[src/rtl/ser_des_pkg.sv]
// ----------------------------------------------------------------------------
// ser_des_pkg
// Definitions shared by the serializer and the deserializer so that both ends
// of the serial link agree on word width and bit-counter sizing.
//   ser_state_t          : serializer FSM states (IDLE, SHIFT)
//   SER_DES_WD_DEFAULT   : default word width for both ends of the link
//   ser_des_cnt_width()  : width of a counter that must hold 0..WD inclusive
// ----------------------------------------------------------------------------
package ser_des_pkg;

    typedef enum logic {
        IDLE  = 1'b0,
        SHIFT = 1'b1
    } ser_state_t;

    localparam int SER_DES_WD_DEFAULT = 8;

    // The bit counter holds "bits remaining", which reaches WD itself,
    // so it needs one more bit than $clog2(WD) alone provides.
    function automatic int ser_des_cnt_width(input int wd);
        return $clog2(wd) + 1;
    endfunction

endpackage

[src/rtl/serializer.sv]
// ----------------------------------------------------------------------------
// serializer
// Parallel-to-serial converter feeding the deserializer. A word accepted over
// a valid/ready handshake is emitted LSB-first, one bit per cycle in which
// shift_en is high. A one-word holding buffer lets the next word be queued
// while the current one shifts, so words stream with no bit gaps.
//
// Ports:
//   clk        in   clock, all logic on posedge
//   rst        in   synchronous reset, active-high
//   valid_in   in   parallel word valid
//   data_in    in   parallel word [SERIALIZER_WD-1:0]
//   ready_out  out  a word can be accepted this cycle
//   shift_en   in   bit-rate strobe; a bit is emitted only when high
//   data_out   out  serial bit (LSB first)
//   valid_out  out  data_out carries a bit this cycle (one pulse per bit)
//   busy       out  a word is shifting or buffered
// ----------------------------------------------------------------------------
module serializer
    import ser_des_pkg::*;
#(
    parameter int SERIALIZER_WD = SER_DES_WD_DEFAULT
) (
    input  logic                     clk,
    input  logic                     rst,
    input  logic                     valid_in,
    input  logic [SERIALIZER_WD-1:0] data_in,
    output logic                     ready_out,
    input  logic                     shift_en,
    output logic                     data_out,
    output logic                     valid_out,
    output logic                     busy
);

    localparam int              CW       = ser_des_cnt_width(SERIALIZER_WD);
    localparam logic [CW-1:0]   CNT_FULL = CW'(SERIALIZER_WD);
    localparam logic [CW-1:0]   CNT_ONE  = CW'(1);

    ser_state_t                 state, state_n;
    logic [SERIALIZER_WD-1:0]   sreg, sreg_n;
    logic [CW-1:0]              cnt, cnt_n;
    logic [SERIALIZER_WD-1:0]   hbuf, hbuf_n;
    logic                       hvalid, hvalid_n;
    logic                       accept;

    // The buffer is the only thing that can block a new word: while it is
    // empty a word can always go either straight into sreg or into hbuf.
    assign ready_out = !rst && !hvalid;
    assign valid_out = (state == SHIFT) && shift_en;
    assign data_out  = sreg[0];
    assign busy      = (state == SHIFT) || hvalid;
    assign accept    = valid_in && ready_out;

    always_ff @(posedge clk) begin
        if (rst) begin
            state  <= IDLE;
            sreg   <= '0;
            cnt    <= '0;
            hbuf   <= '0;
            hvalid <= 1'b0;
        end else begin
            state  <= state_n;
            sreg   <= sreg_n;
            cnt    <= cnt_n;
            hbuf   <= hbuf_n;
            hvalid <= hvalid_n;
        end
    end

    // On the last bit the next word is loaded in the same cycle (from hbuf
    // first, otherwise straight from the input) so valid_out never dips
    // between words while shift_en stays high.
    always_comb begin
        state_n  = state;
        sreg_n   = sreg;
        cnt_n    = cnt;
        hbuf_n   = hbuf;
        hvalid_n = hvalid;

        case (state)
            IDLE: begin
                if (accept) begin
                    sreg_n  = data_in;
                    cnt_n   = CNT_FULL;
                    state_n = SHIFT;
                end
            end
            SHIFT: begin
                if (!valid_out || cnt != CNT_ONE) begin
                    if (valid_out) begin
                        sreg_n = {1'b0, sreg[SERIALIZER_WD-1:1]};
                        cnt_n  = cnt - CNT_ONE;
                    end
                    if (accept) begin
                        hbuf_n   = data_in;
                        hvalid_n = 1'b1;
                    end
                end else if (hvalid) begin
                    sreg_n   = hbuf;
                    cnt_n    = CNT_FULL;
                    hvalid_n = 1'b0;
                end else if (accept) begin
                    sreg_n = data_in;
                    cnt_n  = CNT_FULL;
                end else begin
                    sreg_n  = '0;
                    cnt_n   = '0;
                    state_n = IDLE;
                end
            end
            default: begin
                state_n = IDLE;
            end
        endcase
    end

endmodule

[config.mk]
export PLATFORM = sky130hd
export DESIGN_NAME = serializer
export DESIGN_NICKNAME = d
export VERILOG_FILES = /design/src/rtl/ser_des_pkg.sv /design/src/rtl/serializer.sv
export SDC_FILE = /design/constraint.sdc
export NUM_CORES = 1
export LEC_CHECK = 0
export BUFFER_PORTS_ARGS = -buffer_cell sky130_fd_sc_hd__buf_4
export CORE_UTILIZATION = 59
export CTS_BUF_LIST = sky130_fd_sc_hd__clkbuf_4
export DETAILED_ROUTE_END_ITERATION = 7
export PLACE_DENSITY = 0.81
export SLEW_MARGIN = 20
export SYNTH_ARGS = -nofsm -noshare
export SYNTH_HDL_FRONTEND = slang
export SYNTH_SLANG_ARGS = --single-unit
[constraint.sdc]
create_clock -name clk -period 1.9 [get_ports clk]
set_input_delay 0.095 -clock clk [delete_from_list [all_inputs] [get_ports clk]]
set_output_delay 0.095 -clock clk [all_outputs]
set_load 0.05 [all_outputs]
After elaboration in Yosys (flattened, before gate mapping)
Cells that the tools add are included.
{"block": "classes", "n_addsub": 1, "eq_ne": 4, "mux": 18, "bitwise": 1, "reduce_logical": 11}
{"op": "8-bit 2-to-1 mux", "n": 5}
{"op": "4-bit 2-to-1 mux", "n": 5}
{"op": "8-bit case mux with 2 select lines", "n": 1}
{"op": "4-bit case mux with 2 select lines", "n": 1}
{"op": "1-bit 2-to-1 mux", "n": 5}
{"op": "2-bit inequality test, second input constant", "n": 2}
{"op": "4-bit by 1-bit inequality test with 1-bit output, second input constant", "n": 1}
{"op": "2-bit AND reduction", "n": 2}
{"op": "4-bit by 1-bit subtractor with 4-bit output, second input constant", "n": 1}
{"op": "1-bit logical AND", "n": 3}
{"op": "1-bit logical NOT", "n": 3}
{"op": "3-bit inequality test, second input constant", "n": 1}
{"op": "3-bit AND reduction", "n": 1}
{"op": "1-bit logical OR", "n": 2}
{"op": "1-bit case mux with 2 select lines", "n": 1}
{"op": "1-bit NOT", "n": 1}
{"block": "totals", "regBits": 22, "input_bits": 12}

Depth between registers and ports, before layout
{"block": "depth", "ltp_word": 7, "depth_mapped": 7}

Worst setup path after synthesis
Ideal clock, no wire load.
{"block": "synth_timing", "kind": "register -> register", "from": "reg state", "to": "reg cnt[2]", "arrival_time_ps": 1300, "required_time_ps": 1770, "slack_ps": 470, "stages_incl_launch_ff": 6, "path_buffers": 1, "period_less_slack_ps": 1430, "cell_sequence": "dfxtp_1 > or4b_4 > buf_6 > and2_4 > o21ai_2 > a21oi_1"}
{"block": "synth_via", "elab_chain_len": 5, "elab_cells_between_ends": 9, "cone_classes": "eq/ne: 2; mux: 2; bitwise: 1; reduce/logical: 4"}
{"element": "start, declared", "line_no": "serializer.sv:39", "text": "ser_state_t state, state_n;"}
{"element": "start signal, assigned", "line_no": "serializer.sv:62", "text": "state <= state_n;"}
{"element": "1-bit logical AND", "line_no": "serializer.sv:49", "text": "assign valid_out = (state == SHIFT) && shift_en;"}
{"element": "1-bit logical NOT", "line_no": "serializer.sv:89", "text": "if (!valid_out || cnt != CNT_ONE) begin"}
{"element": "1-bit logical OR", "line_no": "serializer.sv:89"}
{"element": "4-bit 2-to-1 mux or 3-bit inequality test (tied branches)"}
{"element": "4-bit case mux with 2 select lines or 2-bit AND reduction (tied branches)"}
{"element": "end signal, assigned", "line_no": "serializer.sv:64", "text": "cnt <= cnt_n;"}
{"element": "end, declared", "line_no": "serializer.sv:41", "text": "logic [CW-1:0] cnt, cnt_n;"}
Parallel ways exist; a longest one is shown, timed or not.
A chain may end at the register's enable or synchronous reset.

Worst setup path after layout
{"block": "layout_timing", "from": "reg cnt[1]", "to": "reg cnt[3]"}
{"block": "layout_via", "elab_chain_len": 4, "elab_cells_between_ends": 8, "cone_classes": "add/sub: 1; eq/ne: 2; mux: 3; reduce/logical: 2"}
{"element": "4-bit by 1-bit subtractor with 4-bit output or 4-bit by 1-bit inequality test with 1-bit output (tied branches)", "line_no": "serializer.sv:92, serializer.sv:89"}
{"element": "4-bit 2-to-1 mux or 1-bit logical OR (tied branches)", "line_no": "serializer.sv:90, serializer.sv:89"}
{"element": "4-bit 2-to-1 mux or 3-bit inequality test (tied branches)"}
{"element": "4-bit case mux with 2 select lines or 2-bit AND reduction (tied branches)"}
Parallel ways exist; a longest one is shown, timed or not. The select of a mux whose other input is x is not followed.

==> flow_metrics.py <==
metrics = {
    "pwr": {
        "leakagePower_nw": 0.588,
        "internal-power_uw": 654,
        "combPwrFrac_pct": 21.4,
        "clkPwrFrac_pct": 23.3,
        "p_switching_uw": 274,
        "peakVddDrop_mv": 0.563,
        "p_sw_share_pct": 29.5,
        "seqPwrFrac_pct": 55.3,
        "power_uw": 928,
        "p_per_area_mw_per_mm2": 690,
    },
    "timing": {
        "finalClockSkew_ps": 14.7,
        "final.setup.tns_ps": 0,
        "hold_viol_final": 0,
        "max_freq_mhz": 640,
        "setup_viol": 0,
        "period_share_pct": 82.2,
        "rsz0062_at_grt": "false",
        "finalMaxSlewViolations": 0,
        "tightest_slew_ps": 398,
        "worst_slack_ps": 338,
        "max_slew_margin_pct": 73.4,
        "period_minus_slack_ps": 1560,
    },
    "final_layout": {
        "fill_cells": 142,
        "layout-area-overhead-vs-synth_pct": 11.9,
        "fin_area_mm2": 0.00135,
        "drive_above_1_share_pct": 17.9,
        "final_nets": 171,
        "antennaDiodeCount": 0,
    },
    "clock_tree": {
        "clk_path_buf_depth": 2,
        "cts_resized": 0,
        "cts_setup_buffers": 0,
        "holdBufCountCts": 0,
        "cts_tree": "yes",
        "root_buffer": "clkbuf_4",
        "clock_sinks": 22,
        "clk_pin_slew_ps": 130,
        "insertion_delay_ps": 300,
        "htreeDepth": 1,
        "cts_made_buffers": 3,
    },
    "worst_setup_path": {
        "cp_slowest_cell": "dfxtp_1",
        "r2r_cells": 7,
        "crit_path_end_kind": "register",
        "critPathRequiredTime_ps": 2130,
        "worstReg2RegEnd": "cnt[3]$_SDFFE_PP0P_",
        "regToRegSetupSlack_ps": 340,
        "criticalPathCategory": "register to register",
        "crit_buf_inv": 2,
        "cpPeakStageDelay_ps": 370,
        "cp_cell_sequence": "inv_1, ha_1, nand2b_1, nor2_1, buf_4, a311o_1, o32ai_1",
        "critPathTopFamily": "compound AO/OA/AOI/OAI gates",
        "arrival_ps": 1790,
        "path_max_fanout": 11,
        "r2r-start": "cnt[1]$_SDFFE_PP0P_",
        "cp-start-kind": "register",
    },
    "routing": {
        "drt-total-wl_um": 2340,
        "wire_per_inst_um": 12.9,
        "antenna_left": 0,
        "vias": 1007,
        "drc": 0,
        "drtIter0Drc": 23,
        "via_per_inst": 5.56,
        "first_pass_iters": 4,
    },
    "die": {
        "start_util_pct": 66.0,
        "die_x_um": 47.1,
        "row_count": 15,
        "chipHeight_um": 47.1,
        "io_pins": 16,
        "die_area_mm2": 0.00222,
        "core_mm2": 0.00182,
    },
    "yosys": {
        "yosys_warnings": 0,
        "yosysSeqAreaShare_pct": 36.6,
        "ys_types": 32,
        "synthTopCellsByCount": "nor2_1, dfxtp_1, mux2i_1, nand2_1, nand2b_1",
        "syn_nets": 156,
        "yosysMostFrequentCell": "nor2_1",
        "avgSynthCellArea_um2": 8.47,
        "synth_top_area_share_pct": 36.6,
        "async_flop_share_pct": 0,
        "synth_ff_type": "dfxtp_1",
        "synth_top_cell_by_area": "dfxtp_1",
        "synth_seq_cells": 22,
        "synth-edff-count": 0,
        "synth.area.top_cells": "dfxtp_1, mux2i_1, nor2_1",
        "syn_area_mm2": 0.00120,
        "synth_cells": 142,
    },
    "run_status": {
        "status": "finished clean",
    },
    "placed_design": {
        "place_ws_ps": 369,
        "gp_congestion": 0.819,
        "post-dp-hpwl_um": 1600,
        "place_area_mm2": 0.00132,
        "io_buffers": 15,
    },
    "global_route": {
        "gr-total-overflow": 0,
        "grt.total_usage_pct": 23.5,
        "grt_first_pass_wirelength_um": 3650,
        "grt_use_met3_pct": 3.46,
        "grt-busiest-layer": "met2",
        "gr-usage-met1_pct": 32.9,
        "antenna_found_initial": 0,
        "grt_pass1_vias": 844,
        "grtUsageMet2_pct": 38.3,
        "grt_max_degree": 28,
    },
    "flow_run": {
        "drv_cap": 0,
    },
    "min_path": {
        "min_path_type": "primary input to register",
        "min_from": "data_in[7]",
        "min_to": "hbuf[7]$_SDFFE_PP0P_",
        "min_path_cells": 3,
    },
}
==> registers in the layout, indices dropped and copies added, names as in the netlist <==
signal,count
hbuf,8
sreg,8
state,1
hvalid,1
cnt,4
==> metal layers <==
layer / vias to the layer above / part of all wire (%)
met5: - / 0
li1: 525 / -
met3: 2 / 3.9
met2: 21 / 46
met1: 459 / 50
met4: 0 / 0.64
==> how the worst max path moves through the flow <==
| stage | startpoint | to | slack [ps] | depth (start not counted) |
|---|---|---|---|---|
| 2_1_floorplan | state$_SDFF_PP0_ | cnt[2]$_SDFFE_PP0P_ | 470 | 5 |
| 3_3_place_gp | state$_SDFF_PP0_ | cnt[2]$_SDFFE_PP0P_ | 430 | 4 |
| 3_5_place_dp | cnt[1]$_SDFFE_PP0P_ | cnt[3]$_SDFFE_PP0P_ | 370 | 7 |
| 4_1_cts | cnt[1]$_SDFFE_PP0P_ | cnt[3]$_SDFFE_PP0P_ | 340 | 7 |
| 5_1_grt | hvalid$_SDFFE_PP0P_ | sreg[3]$_SDFFE_PP0P_ | 240 | 5 |
| 6_report | cnt[1]$_SDFFE_PP0P_ | cnt[3]$_SDFFE_PP0P_ | 340 | 7 |
==> worst reg2reg max path: stages, from the launching register on <==
cell	delay, ps
dfxtp_1	370
inv_1	60
ha_1	180
nand2b_1	180
nor2_1	70
buf_4	190
a311o_1	320
o32ai_1	110
==> kinds of logic (layout without fill, tap and decap cells) <==
logic type / count (synthesis) / after routing / share of synthesized area (%)
fa+ha+maj: 2 / 2 / 2.08
flops: 22 / 22 / 36.6
xor+xnor: 1 / 1 / 0.729
mux: 15 / 15 / 12.5
simple gates: 53 / 53 / 21.1
compound gates: 36 / 36 / 21.2
buf+inv: 13 / 27 / 5.72
==> power groups by stage <==
stage          registers (mW)  logic (mW)  clock network (mW)
2_1_floorplan           0.527       0.138                   0
3_3_place_gp            0.522       0.194                   0
3_5_place_dp            0.524       0.199                   0
4_1_cts                 0.513       0.199               0.223
5_1_grt                 0.518       0.220               0.239
6_report                0.513       0.198               0.216
==> metrics by stage <==
step / std cells / hold slack [ps] / util (%)
2_1_floorplan: 142 / 239 / -
5_1_grt: 181 / 26.6 / 73.9
3_5_place_dp: 177 / 354 / 72.4
6_report: 181 / 31.4 / 73.9
3_3_place_gp: 177 / 343 / 72.4
4_1_cts: 181 / 32.2 / 73.9
==> cell usage in the layout (no fill, tap or decap), types with 2 or more instances in the layout <==
cell      netlist  final
nor2_1         26     26
clkbuf_4        0      3
o21ai_0         9      9
nand2b_1       10     10
nand2_1        11     11
a21oi_1         3      3
inv_1           4      4
ha_1            2      2
dfxtp_1        22     22
mux2i_1        15     15
a211oi_1        8      8
buf_4           1     18
o21bai_1        7      7
==> cell type report <==
cell class	count	area (um2)	area share [%]
Clock inverter	1	3.75	0.279
Multi-Input combinational cell	107	693	51.5
Sequential cell	22	440	32.7
Timing Repair Buffer	18	135	10.0
Inverter	5	18.8	1.40
Clock buffer	3	22.5	1.67
Tap cell	25	31.3	2.33
Note: power is estimated with default switching activity, not from simulation.
